<file path="config.mk">
export PLATFORM = sky130hd
export DESIGN_NAME = regfile_wb_arbiter_flat
export DESIGN_NICKNAME = d
export VERILOG_FILES = /design/src/rtl/regfile_wb_arbiter_if.sv /design/src/rtl/regfile_wb_arbiter.sv /design/src/flat_wrapper.sv
export SDC_FILE = /design/constraint.sdc
export NUM_CORES = 1
export LEC_CHECK = 0
export ABC_AREA = 1
export ABC_CLOCK_PERIOD_IN_PS = 2400
export CORE_MARGIN = 2
export CORE_UTILIZATION = 40
export CTS_BUF_LIST = sky130_fd_sc_hd__clkbuf_16
export DETAILED_ROUTE_END_ITERATION = 10
export HOLD_SLACK_MARGIN = 0.12
export MAX_ROUTING_LAYER = met4
export PLACE_DENSITY_LB_ADDON = 0.08
export SLEW_MARGIN = 20
export SYNTH_ARGS = -nofsm -noshare
export SYNTH_HDL_FRONTEND = slang
export SYNTH_SLANG_ARGS = --single-unit
</file>
<file path="constraint.sdc">
create_clock -name clk_i -period 2.4 [get_ports clk_i]
set_clock_uncertainty 0.2 [all_clocks]
set_input_delay 0.48 -clock clk_i [delete_from_list [all_inputs] [get_ports clk_i]]
set_output_delay 0.48 -clock clk_i [all_outputs]
set_load 0.05 [all_outputs]
</file>
<file path="src/rtl/regfile_wb_arbiter_if.sv">
// Writeback bus between the pipeline / mul-div side (master) and the
// register-file write-port arbiter (slave).
interface regfile_wb_arbiter_if;
  logic        a_valid_i;
  logic [4:0]  a_addr_i;
  logic [31:0] a_data_i;
  logic        b_valid_i;
  logic        b_ready_o;
  logic [4:0]  b_addr_i;
  logic [31:0] b_data_i;
  logic        RegWrite_o;
  logic [4:0]  RDaddr_o;
  logic [31:0] RDdata_o;
  logic [4:0]  qs_addr_i;
  logic [4:0]  qt_addr_i;
  logic [4:0]  qd_addr_i;
  logic        qs_pending_o;
  logic        qt_pending_o;
  logic        qd_pending_o;
  logic        stall_o;
  logic        err_o;

  modport slave (
    input  a_valid_i, a_addr_i, a_data_i,
    input  b_valid_i, b_addr_i, b_data_i,
    output b_ready_o,
    output RegWrite_o, RDaddr_o, RDdata_o,
    input  qs_addr_i, qt_addr_i, qd_addr_i,
    output qs_pending_o, qt_pending_o, qd_pending_o,
    output stall_o, err_o
  );

  modport master (
    output a_valid_i, a_addr_i, a_data_i,
    output b_valid_i, b_addr_i, b_data_i,
    input  b_ready_o,
    input  RegWrite_o, RDaddr_o, RDdata_o,
    output qs_addr_i, qt_addr_i, qd_addr_i,
    input  qs_pending_o, qt_pending_o, qd_pending_o,
    input  stall_o, err_o
  );
endinterface

</file>
<file path="src/rtl/regfile_wb_arbiter.sv">
// Shares the single register-file write port between the in-order pipeline (A)
// and a FIFO-buffered multi-cycle unit (B), with a pending-write scoreboard.
module regfile_wb_arbiter #(
  parameter int DEPTH        = 4,
  parameter int STARVE_LIMIT = 8
) (
  input  logic                 clk_i,
  input  logic                 rst_i,
  regfile_wb_arbiter_if.slave  bus
);

  localparam int PTR_W = (DEPTH > 1) ? $clog2(DEPTH) : 1;
  localparam int CNT_W = $clog2(DEPTH + 1);
  localparam logic [CNT_W-1:0] DEPTH_C  = CNT_W'(DEPTH);
  localparam logic [3:0]       STARVE_C = 4'(STARVE_LIMIT);

  typedef struct packed {
    logic [4:0]  addr;
    logic [31:0] data;
  } wb_entry_t;

  typedef enum logic [1:0] {
    SEL_NONE,
    SEL_A,
    SEL_FIFO
  } sel_e;

  wb_entry_t        mem [DEPTH];
  logic [DEPTH-1:0] vld;
  logic [PTR_W-1:0] rd_ptr;
  logic [PTR_W-1:0] wr_ptr;
  logic [CNT_W-1:0] count;
  logic [3:0]       starve_cnt;
  logic             stall_q;
  logic             err_q;
  logic             we_q;
  logic [4:0]       rd_addr_q;
  logic [31:0]      rd_data_q;

  logic      a_eff;
  logic      fifo_ne;
  logic      push;
  logic      pop;
  logic      a_drop;
  sel_e      sel;
  wb_entry_t head;

  assign a_eff         = bus.a_valid_i && (bus.a_addr_i != 5'd0);
  assign fifo_ne       = (count != '0);
  assign bus.b_ready_o = !rst_i && (count < DEPTH_C);
  // Results for $0 complete the handshake but are never queued.
  assign push          = bus.b_valid_i && bus.b_ready_o && (bus.b_addr_i != 5'd0);
  assign head          = mem[rd_ptr];

  always_comb begin
    // NOTE: every output of a combinational block gets a default first so no path leaves it unassigned (which would infer a latch).
    sel    = SEL_NONE;
    a_drop = 1'b0;
    if (stall_q && fifo_ne) begin
      sel    = SEL_FIFO;
      a_drop = a_eff;
    end else if (a_eff) begin
      sel = SEL_A;
    end else if (fifo_ne) begin
      sel = SEL_FIFO;
    end
  end

  assign pop = (sel == SEL_FIFO);

  // NOTE: the entry storage has no reset; vld and count decide what is live, so stale data is never observed.
  always_ff @(posedge clk_i) begin
    if (push) begin
      mem[wr_ptr] <= {bus.b_addr_i, bus.b_data_i};
    end
  end

  always_ff @(posedge clk_i) begin
    // NOTE: all state updates use non-blocking assignment so every register samples pre-edge values.
    if (rst_i) begin
      rd_ptr     <= '0;
      wr_ptr     <= '0;
      count      <= '0;
      vld        <= '0;
      starve_cnt <= '0;
      stall_q    <= 1'b0;
      err_q      <= 1'b0;
      we_q       <= 1'b0;
      rd_addr_q  <= 5'd0;
      rd_data_q  <= 32'd0;
    end else begin
      if (pop) begin
        rd_ptr      <= rd_ptr + 1'b1;
        vld[rd_ptr] <= 1'b0;
      end
      if (push) begin
        wr_ptr      <= wr_ptr + 1'b1;
        vld[wr_ptr] <= 1'b1;
      end
      case ({push, pop})
        2'b10:   count <= count + 1'b1;
        2'b01:   count <= count - 1'b1;
        default: count <= count;
      endcase

      case (sel)
        SEL_A: begin
          we_q      <= 1'b1;
          rd_addr_q <= bus.a_addr_i;
          rd_data_q <= bus.a_data_i;
        end
        SEL_FIFO: begin
          we_q      <= 1'b1;
          rd_addr_q <= head.addr;
          rd_data_q <= head.data;
        end
        default: we_q <= 1'b0;
      endcase

      // With a non-empty FIFO and no pop, A is necessarily the winner.
      if (pop || !fifo_ne) begin
        starve_cnt <= '0;
        stall_q    <= 1'b0;
      end else begin
        starve_cnt <= starve_cnt + 4'd1;
        if (starve_cnt + 4'd1 == STARVE_C) begin
          stall_q <= 1'b1;
        end
      end

      if (a_drop) begin
        err_q <= 1'b1;
      end
    end
  end

  logic qs_hit;
  logic qt_hit;
  logic qd_hit;

  always_comb begin
    qs_hit = 1'b0;
    qt_hit = 1'b0;
    qd_hit = 1'b0;
    for (int i = 0; i < DEPTH; i++) begin
      if (vld[i]) begin
        if (mem[i].addr == bus.qs_addr_i) qs_hit = 1'b1;
        if (mem[i].addr == bus.qt_addr_i) qt_hit = 1'b1;
        if (mem[i].addr == bus.qd_addr_i) qd_hit = 1'b1;
      end
    end
    if (we_q) begin
      if (rd_addr_q == bus.qs_addr_i) qs_hit = 1'b1;
      if (rd_addr_q == bus.qt_addr_i) qt_hit = 1'b1;
      if (rd_addr_q == bus.qd_addr_i) qd_hit = 1'b1;
    end
  end

  assign bus.qs_pending_o = qs_hit && (bus.qs_addr_i != 5'd0);
  assign bus.qt_pending_o = qt_hit && (bus.qt_addr_i != 5'd0);
  assign bus.qd_pending_o = qd_hit && (bus.qd_addr_i != 5'd0);

  assign bus.RegWrite_o = we_q;
  assign bus.RDaddr_o   = rd_addr_q;
  assign bus.RDdata_o   = rd_data_q;
  assign bus.stall_o    = stall_q;
  assign bus.err_o      = err_q;

endmodule

</file>
<file path="src/flat_wrapper.sv">
// flat-port wrapper written by rule: the top's interface ports become plain ports
module regfile_wb_arbiter_flat 
#(
  parameter int DEPTH        = 4,
  parameter int STARVE_LIMIT = 8
)
  (clk_i, rst_i, bus_a_valid_i, bus_a_addr_i, bus_a_data_i, bus_b_valid_i, bus_b_addr_i, bus_b_data_i, bus_b_ready_o, bus_RegWrite_o, bus_RDaddr_o, bus_RDdata_o, bus_qs_addr_i, bus_qt_addr_i, bus_qd_addr_i, bus_qs_pending_o, bus_qt_pending_o, bus_qd_pending_o, bus_stall_o, bus_err_o);
  regfile_wb_arbiter_if bus_i ();
  input  logic clk_i;
  input  logic rst_i;
  input wire logic [$bits(bus_i.a_valid_i)-1:0] bus_a_valid_i;
  input wire logic [$bits(bus_i.a_addr_i)-1:0] bus_a_addr_i;
  input wire logic [$bits(bus_i.a_data_i)-1:0] bus_a_data_i;
  input wire logic [$bits(bus_i.b_valid_i)-1:0] bus_b_valid_i;
  input wire logic [$bits(bus_i.b_addr_i)-1:0] bus_b_addr_i;
  input wire logic [$bits(bus_i.b_data_i)-1:0] bus_b_data_i;
  output wire logic [$bits(bus_i.b_ready_o)-1:0] bus_b_ready_o;
  output wire logic [$bits(bus_i.RegWrite_o)-1:0] bus_RegWrite_o;
  output wire logic [$bits(bus_i.RDaddr_o)-1:0] bus_RDaddr_o;
  output wire logic [$bits(bus_i.RDdata_o)-1:0] bus_RDdata_o;
  input wire logic [$bits(bus_i.qs_addr_i)-1:0] bus_qs_addr_i;
  input wire logic [$bits(bus_i.qt_addr_i)-1:0] bus_qt_addr_i;
  input wire logic [$bits(bus_i.qd_addr_i)-1:0] bus_qd_addr_i;
  output wire logic [$bits(bus_i.qs_pending_o)-1:0] bus_qs_pending_o;
  output wire logic [$bits(bus_i.qt_pending_o)-1:0] bus_qt_pending_o;
  output wire logic [$bits(bus_i.qd_pending_o)-1:0] bus_qd_pending_o;
  output wire logic [$bits(bus_i.stall_o)-1:0] bus_stall_o;
  output wire logic [$bits(bus_i.err_o)-1:0] bus_err_o;
  assign bus_i.a_valid_i = bus_a_valid_i;
  assign bus_i.a_addr_i = bus_a_addr_i;
  assign bus_i.a_data_i = bus_a_data_i;
  assign bus_i.b_valid_i = bus_b_valid_i;
  assign bus_i.b_addr_i = bus_b_addr_i;
  assign bus_i.b_data_i = bus_b_data_i;
  assign bus_b_ready_o = bus_i.b_ready_o;
  assign bus_RegWrite_o = bus_i.RegWrite_o;
  assign bus_RDaddr_o = bus_i.RDaddr_o;
  assign bus_RDdata_o = bus_i.RDdata_o;
  assign bus_i.qs_addr_i = bus_qs_addr_i;
  assign bus_i.qt_addr_i = bus_qt_addr_i;
  assign bus_i.qd_addr_i = bus_qd_addr_i;
  assign bus_qs_pending_o = bus_i.qs_pending_o;
  assign bus_qt_pending_o = bus_i.qt_pending_o;
  assign bus_qd_pending_o = bus_i.qd_pending_o;
  assign bus_stall_o = bus_i.stall_o;
  assign bus_err_o = bus_i.err_o;
  regfile_wb_arbiter #(.DEPTH(DEPTH), .STARVE_LIMIT(STARVE_LIMIT)) u_core (.clk_i(clk_i), .rst_i(rst_i), .bus(bus_i));
endmodule
</file>
**After elaboration in Yosys (flattened, before gate mapping)**

Memories as Yosys holds them, arrays and structs flattened. A register that Yosys moved wholly into a read port is not among the register bits.
Cells that the tools add are included.

- Add/sub/neg operators: 5
- Order comparisons: 5
- Equality and inequality tests: 20
- Muxes and demuxes: 49
- Bitwise logic cells: 3
- Reduce and logical (&&, ||, !) cells: 23

Operator list:

| kind | number |
|---|---|
| equality test 5 bit | 15 |
| case mux 32 bit (2 select lines) | 1 |
| two-way mux 1 bit | 36 |
| nonzero test 5 bit | 5 |
| two-way mux 4 bit | 3 |
| logical AND 1 bit | 10 |
| two-way mux 2 bit | 5 |
| case mux 5 bit (2 select lines) | 1 |
| less-than comparator 2 x 3 -> 1 bit (second input constant) | 2 |
| case mux 3 bit (2 select lines) | 1 |
| adder 2 x 1 -> 2 bit (second input constant) | 2 |
| adder 4 x 1 -> 4 bit (second input constant) | 1 |
| AND 4 bit | 1 |
| demux 1 bit (select 2 bit) | 2 |
| equality test 2 x 1 -> 1 bit (second input constant) | 2 |
| equality test 2 bit (second input constant) | 2 |
| equality test 4 bit (second input constant) | 1 |
| >= comparator 2 x 1 -> 1 bit (second input constant) | 2 |
| inverter 4 bit | 1 |
| bitwise OR 4 bit | 1 |
| nonzero test 2 bit | 2 |
| OR reduction 2 bit | 2 |
| adder 3 x 1 -> 3 bit (second input constant) | 1 |
| less-than comparator 3 bit (second input constant) | 1 |
| 4 further kinds | 5 |

- Bits in registers: 55
- RAM bits: 148
- Output and inout bits: 44
- Word-level logic and storage cells: 116
- Memories kept: 1

Memory list:

| memory | depth | width | read ports | clocked after Yosys merged registers in | wr ports | RTL line | RTL |
|---|---|---|---|---|---|---|---|
| u_core.mem | 4 | 37 | 5 | 1 | 1 | regfile_wb_arbiter.sv:28 | `wb_entry_t mem [DEPTH];` |

**Logic depth before layout (Yosys ltp)**

- Word-level depth: 12
- Mapped depth: 13
- Depth with buffers taken out: 13

**Worst setup path after synthesis**

Ideal clock, no wire load.

- Path type: reg2out
- Start: reg u_core.rd_addr_q[2] (netlist: u_core.bus.RDaddr_o[2])
- End: out bus_qd_pending_o
- Arrival time: 1.856 ns
- Data required time: 1.720 ns
- Path slack: -0.136 ns
- Stages on the path, launching flop included: 9
- Buffers on the path: 0
- Path through: dfxtp_1 > inv_1 > nand2_1 > o21ai_0 > nor2_1 > nand3_1 > nand2_1 > nor2_1 > nor2_1

- Word-level cells in the longest chain between the ends: 4

Ends and longest elaborated chain:

| element | RTL line | RTL |
|---|---|---|
| start: declaration | regfile_wb_arbiter.sv:37 | `logic [4:0] rd_addr_q;` |
| start signal: assignment | regfile_wb_arbiter.sv:109 | `rd_addr_q <= bus.a_addr_i;` |
| start signal: assignment | regfile_wb_arbiter.sv:114 | `rd_addr_q <= head.addr;` |
| equality test 5 bit | regfile_wb_arbiter.sv:155 | `if (rd_addr_q == bus.qd_addr_i) qd_hit = 1'b1;` |
| two-way mux 1 bit | regfile_wb_arbiter.sv:155 |  |
| two-way mux 1 bit | regfile_wb_arbiter.sv:152 | `if (we_q) begin` |
| logical AND 1 bit | regfile_wb_arbiter.sv:161 | `assign bus.qd_pending_o = qd_hit && (bus.qd_addr_i != 5'd0);` |
| end: declaration | flat_wrapper.sv:26 | `output wire logic [$bits(bus_i.qd_pending_o)-1:0] bus_qd_pending_o;` |

Every way passes these cells.

==> run summary <==
## Status
- result of the run: finished, violations left
- violations in the final reports: negative setup slack

## Power
- Static Leak: 5.07 nW
- cell area power density: 744 mW/mm²
- portion of total power attributed to sequential cells: 0.449
- Switch Pwr: 2.63 mW
- share of power burned in the clock network: 0.354
- Pint: 6.57 mW
- Switching Fraction: 0.286
- Logic pwr share: 0.198
- worst supply voltage drop on vdd: 0.000522 V

## Clocking
- clock latency on the worst-skew pair: 0.52 ns
- clock slew seen by the registers of the worst setup and hold paths: 0.06 ns
- TritonCTS buffer count: 22
- TritonCTS clock tree: yes
- number of levels the H-tree was split into: 1
- master cell of the clock root buffer: sky130_fd_sc_hd__clkbuf_16
- Num Clock Sinks: 205
- clk buf depth: 3

## STA
- RSZ-0062 raised after global routing: yes
- count of endpoints failing hold in the final timing report: 0
- final cycle utilization of the critical path: 1.07
- Slew HR: 0.635
- worst slew pin tran: 0.546 ns
- total of endpoints with negative setup slack in the final report: 3
- post-route minimum period: 2.58 ns
- pins over their slew limit: 0
- worst setup slack after layout: -0.179 ns
- fmax: 0.388 GHz

## Place
- HPWL Detailed: 18000 µm
- Cells after DPL: 1472
- IO Port Bufs: 136
- Setup WS pre-CTS: -0.763 ns
- placement-stage cell area: 0.0115 mm²
- GPL Wtd Cong: 0.923

## Logic synthesis
- Netlist cell types: 27
- gate count after technology mapping: 1023
- Synth Cell Area: 0.00927 mm²
- flop and latch count out of synthesis: 205
- total nets after synthesis: 1129
- Mean Syn Cell Area: 9.06 µm²
- total of warnings raised by yosys: 0
- share of the yosys chip area belonging to registers: 0.602

## Worst hold path
- worst hold path type: input port to flop

## Global route
- overall overflow remaining after global route: 0
- maximum number of pins on one net before global-route repair: 63
- wire length of the first global-routing pass: 40300 µm
- number of global-route vias before repair: 7356
- initial antenna violation count: 0
- Overall Global Routing Usage: 0.221

## Critical path
- worst endpoint required time: 1.72 ns
- path type of the worst setup path: flop to primary output
- nature of the critical path endpoint: primary output
- startpoint kind of the worst setup timing path: flop
- maximum fanout along the worst path: 4
- arrival time at the worst endpoint: 1.90 ns

## Drt
- post-DR wirelength/cell: 17.3 µm
- Total Wirelength: 26200 µm
- DRC violations left: 0
- DRT iter0 DRCs: 530
- residual antenna-violating net count after detailed routing: 0
- routed via count: 7589
- detailed-router iteration count before antenna repair: 5
- vias per cell: 4.99

## Layout
- synthesis-to-layout area growth: 33.3%
- area of all placed cells without fillers: 0.0124 mm²
- share of post-route cells with drive strength above 1: 0.148
- commonest cells after routing, fill and taps aside: sky130_fd_sc_hd__nand2_1, sky130_fd_sc_hd__edfxtp_1, sky130_fd_sc_hd__clkdlybuf4s50_1
- count of placed standard cells in the final layout, fillers left out: 1520
- Final Net Count: 1325
- most common library cell in the layout ignoring fill and taps: sky130_fd_sc_hd__nand2_1
- antenna diode instance count: 0

## Die
- Initial Utilization: 0.408
- die outline height: 156 µm
- Ports: 137
- core footprint: 0.0227 mm²
- floorplan row count: 55
- overall die width: 156 µm
- area of the die: 0.0244 mm²

## Flow run
- Max Cap Violations: 0

==> critical path, cell delays in order (launching register included) <==
cell                       delay (ns)
sky130_fd_sc_hd__edfxtp_1        0.49
sky130_fd_sc_hd__buf_6           0.18
sky130_fd_sc_hd__nand2_2         0.05
sky130_fd_sc_hd__o21ai_1         0.05
sky130_fd_sc_hd__nor2_1          0.12
sky130_fd_sc_hd__nand3_1         0.11
sky130_fd_sc_hd__nand2_1         0.09
sky130_fd_sc_hd__nor2_2          0.04
sky130_fd_sc_hd__nor2_2          0.12
sky130_fd_sc_hd__buf_12          0.15
==> layout make-up <==
| class | instances | area [µm²] |
|---|---|---|
| clock buffer | 22 | 551 |
| clock inverter | 18 | 159 |
| fill | 2112 | 10300 |
| inverter | 64 | 243 |
| multi-input combinational | 711 | 3290 |
| sequential | 205 | 5590 |
| tap | 285 | 357 |
| timing repair buffer | 215 | 2180 |
==> per-layer routing <==
metal | global-route usage | share of wire
met5 | - | 0
met4 | 0.0581 | 0.019
met3 | 0.0335 | 0.061
met2 | 0.372 | 0.48
met1 | 0.281 | 0.44
==> registers in the layout, indices dropped and copies added (netlist names), named ones only <==
register / flops
u_core.mem: 148
u_core.bus.RDdata_o: 32
u_core.bus.RDaddr_o: 5
u_core.starve_cnt: 4
u_core.vld: 4
u_core.count: 3
u_core.rd_ptr: 2
u_core.wr_ptr: 2
u_core.bus.RegWrite_o: 1
u_core.bus.err_o: 1
u_core.bus.stall_o: 1
==> what timing repair did <==
item,CTS,global route
gates resized for setup,69,27
hold endpoints to repair,0,0
pin swaps,25,13
hold buffers,0,0
setup buffers,8,0
cloned,1,0
setup endpoints to repair,51,14
==> logic make-up after synthesis <==
group                    count (synthesis)  share of synthesized area
AO/OA/AOI/OAI                          204                      0.111
adder cells (fa/ha/maj)                 13                     0.0184
buffers and inverters                  108                     0.0544
XOR/XNOR                                 5                    0.00472
AND/OR/NAND/NOR                        488                      0.209
flip-flops                             205                      0.602
==> cell usage after synthesis, drive strengths merged <==
master / instances / share of area
a21oi: 86 / 0.046
buf: 36 / 0.025
clkbuf: 8 / 0.0035
dfxtp: 57 / 0.12
edfxtp: 148 / 0.48
fa: 1 / 0.0022
ha: 12 / 0.016
inv: 64 / 0.026
nand2: 345 / 0.14
nand3: 57 / 0.031
nand4: 1 / 0.00068
nor2: 79 / 0.033
nor3: 5 / 0.0032
nor3b: 1 / 0.0013
o211ai: 5 / 0.0040
o21ai: 113 / 0.061
xnor2: 1 / 0.00094
xor2: 4 / 0.0038
==> metrics by stage <==
stage | utilization | setup TNS (ns) | hold WS (ns) | total power [mW]
detailed placement | 0.506 | -51.12 | 0.247 | 6.00
global placement | 0.506 | -51.14 | 0.242 | 5.99
CTS | 0.542 | -0.541 | 0.210 | 9.29
finish | 0.544 | -0.511 | 0.108 | 9.20
global route | 0.544 | -0.744 | 0.138 | 9.59
floorplan | - | 0 | 0.233 | 5.21
==> power groups by stage <==
stage / sequential (mW) / combinational (mW) / clock (mW)
3_5_place_dp: 4.20 / 1.79 / 0
6_report: 4.13 / 1.82 / 3.25
2_1_floorplan: 4.51 / 0.698 / 0
3_3_place_gp: 4.20 / 1.79 / 0
4_1_cts: 4.13 / 1.83 / 3.33
5_1_grt: 4.15 / 1.98 / 3.47
==> final timing paths <==
check / depth (start not counted) / slack [ns] / to / startpoint
setup / recovery: 9 / -0.18 / bus_qs_pending_o / u_core.mem[0][33]
hold / removal: 4 / 0.11 / u_core.bus.RDaddr_o[2] / bus_a_addr_i[2]
setup reg to reg: 10 / 0.25 / u_core.count[2] / u_core.bus.stall_o
hold reg to reg: 2 / 0.25 / u_core.bus.RDdata_o[0] / u_core.bus.RDdata_o[0]
(Power assumes the default switching activity.)
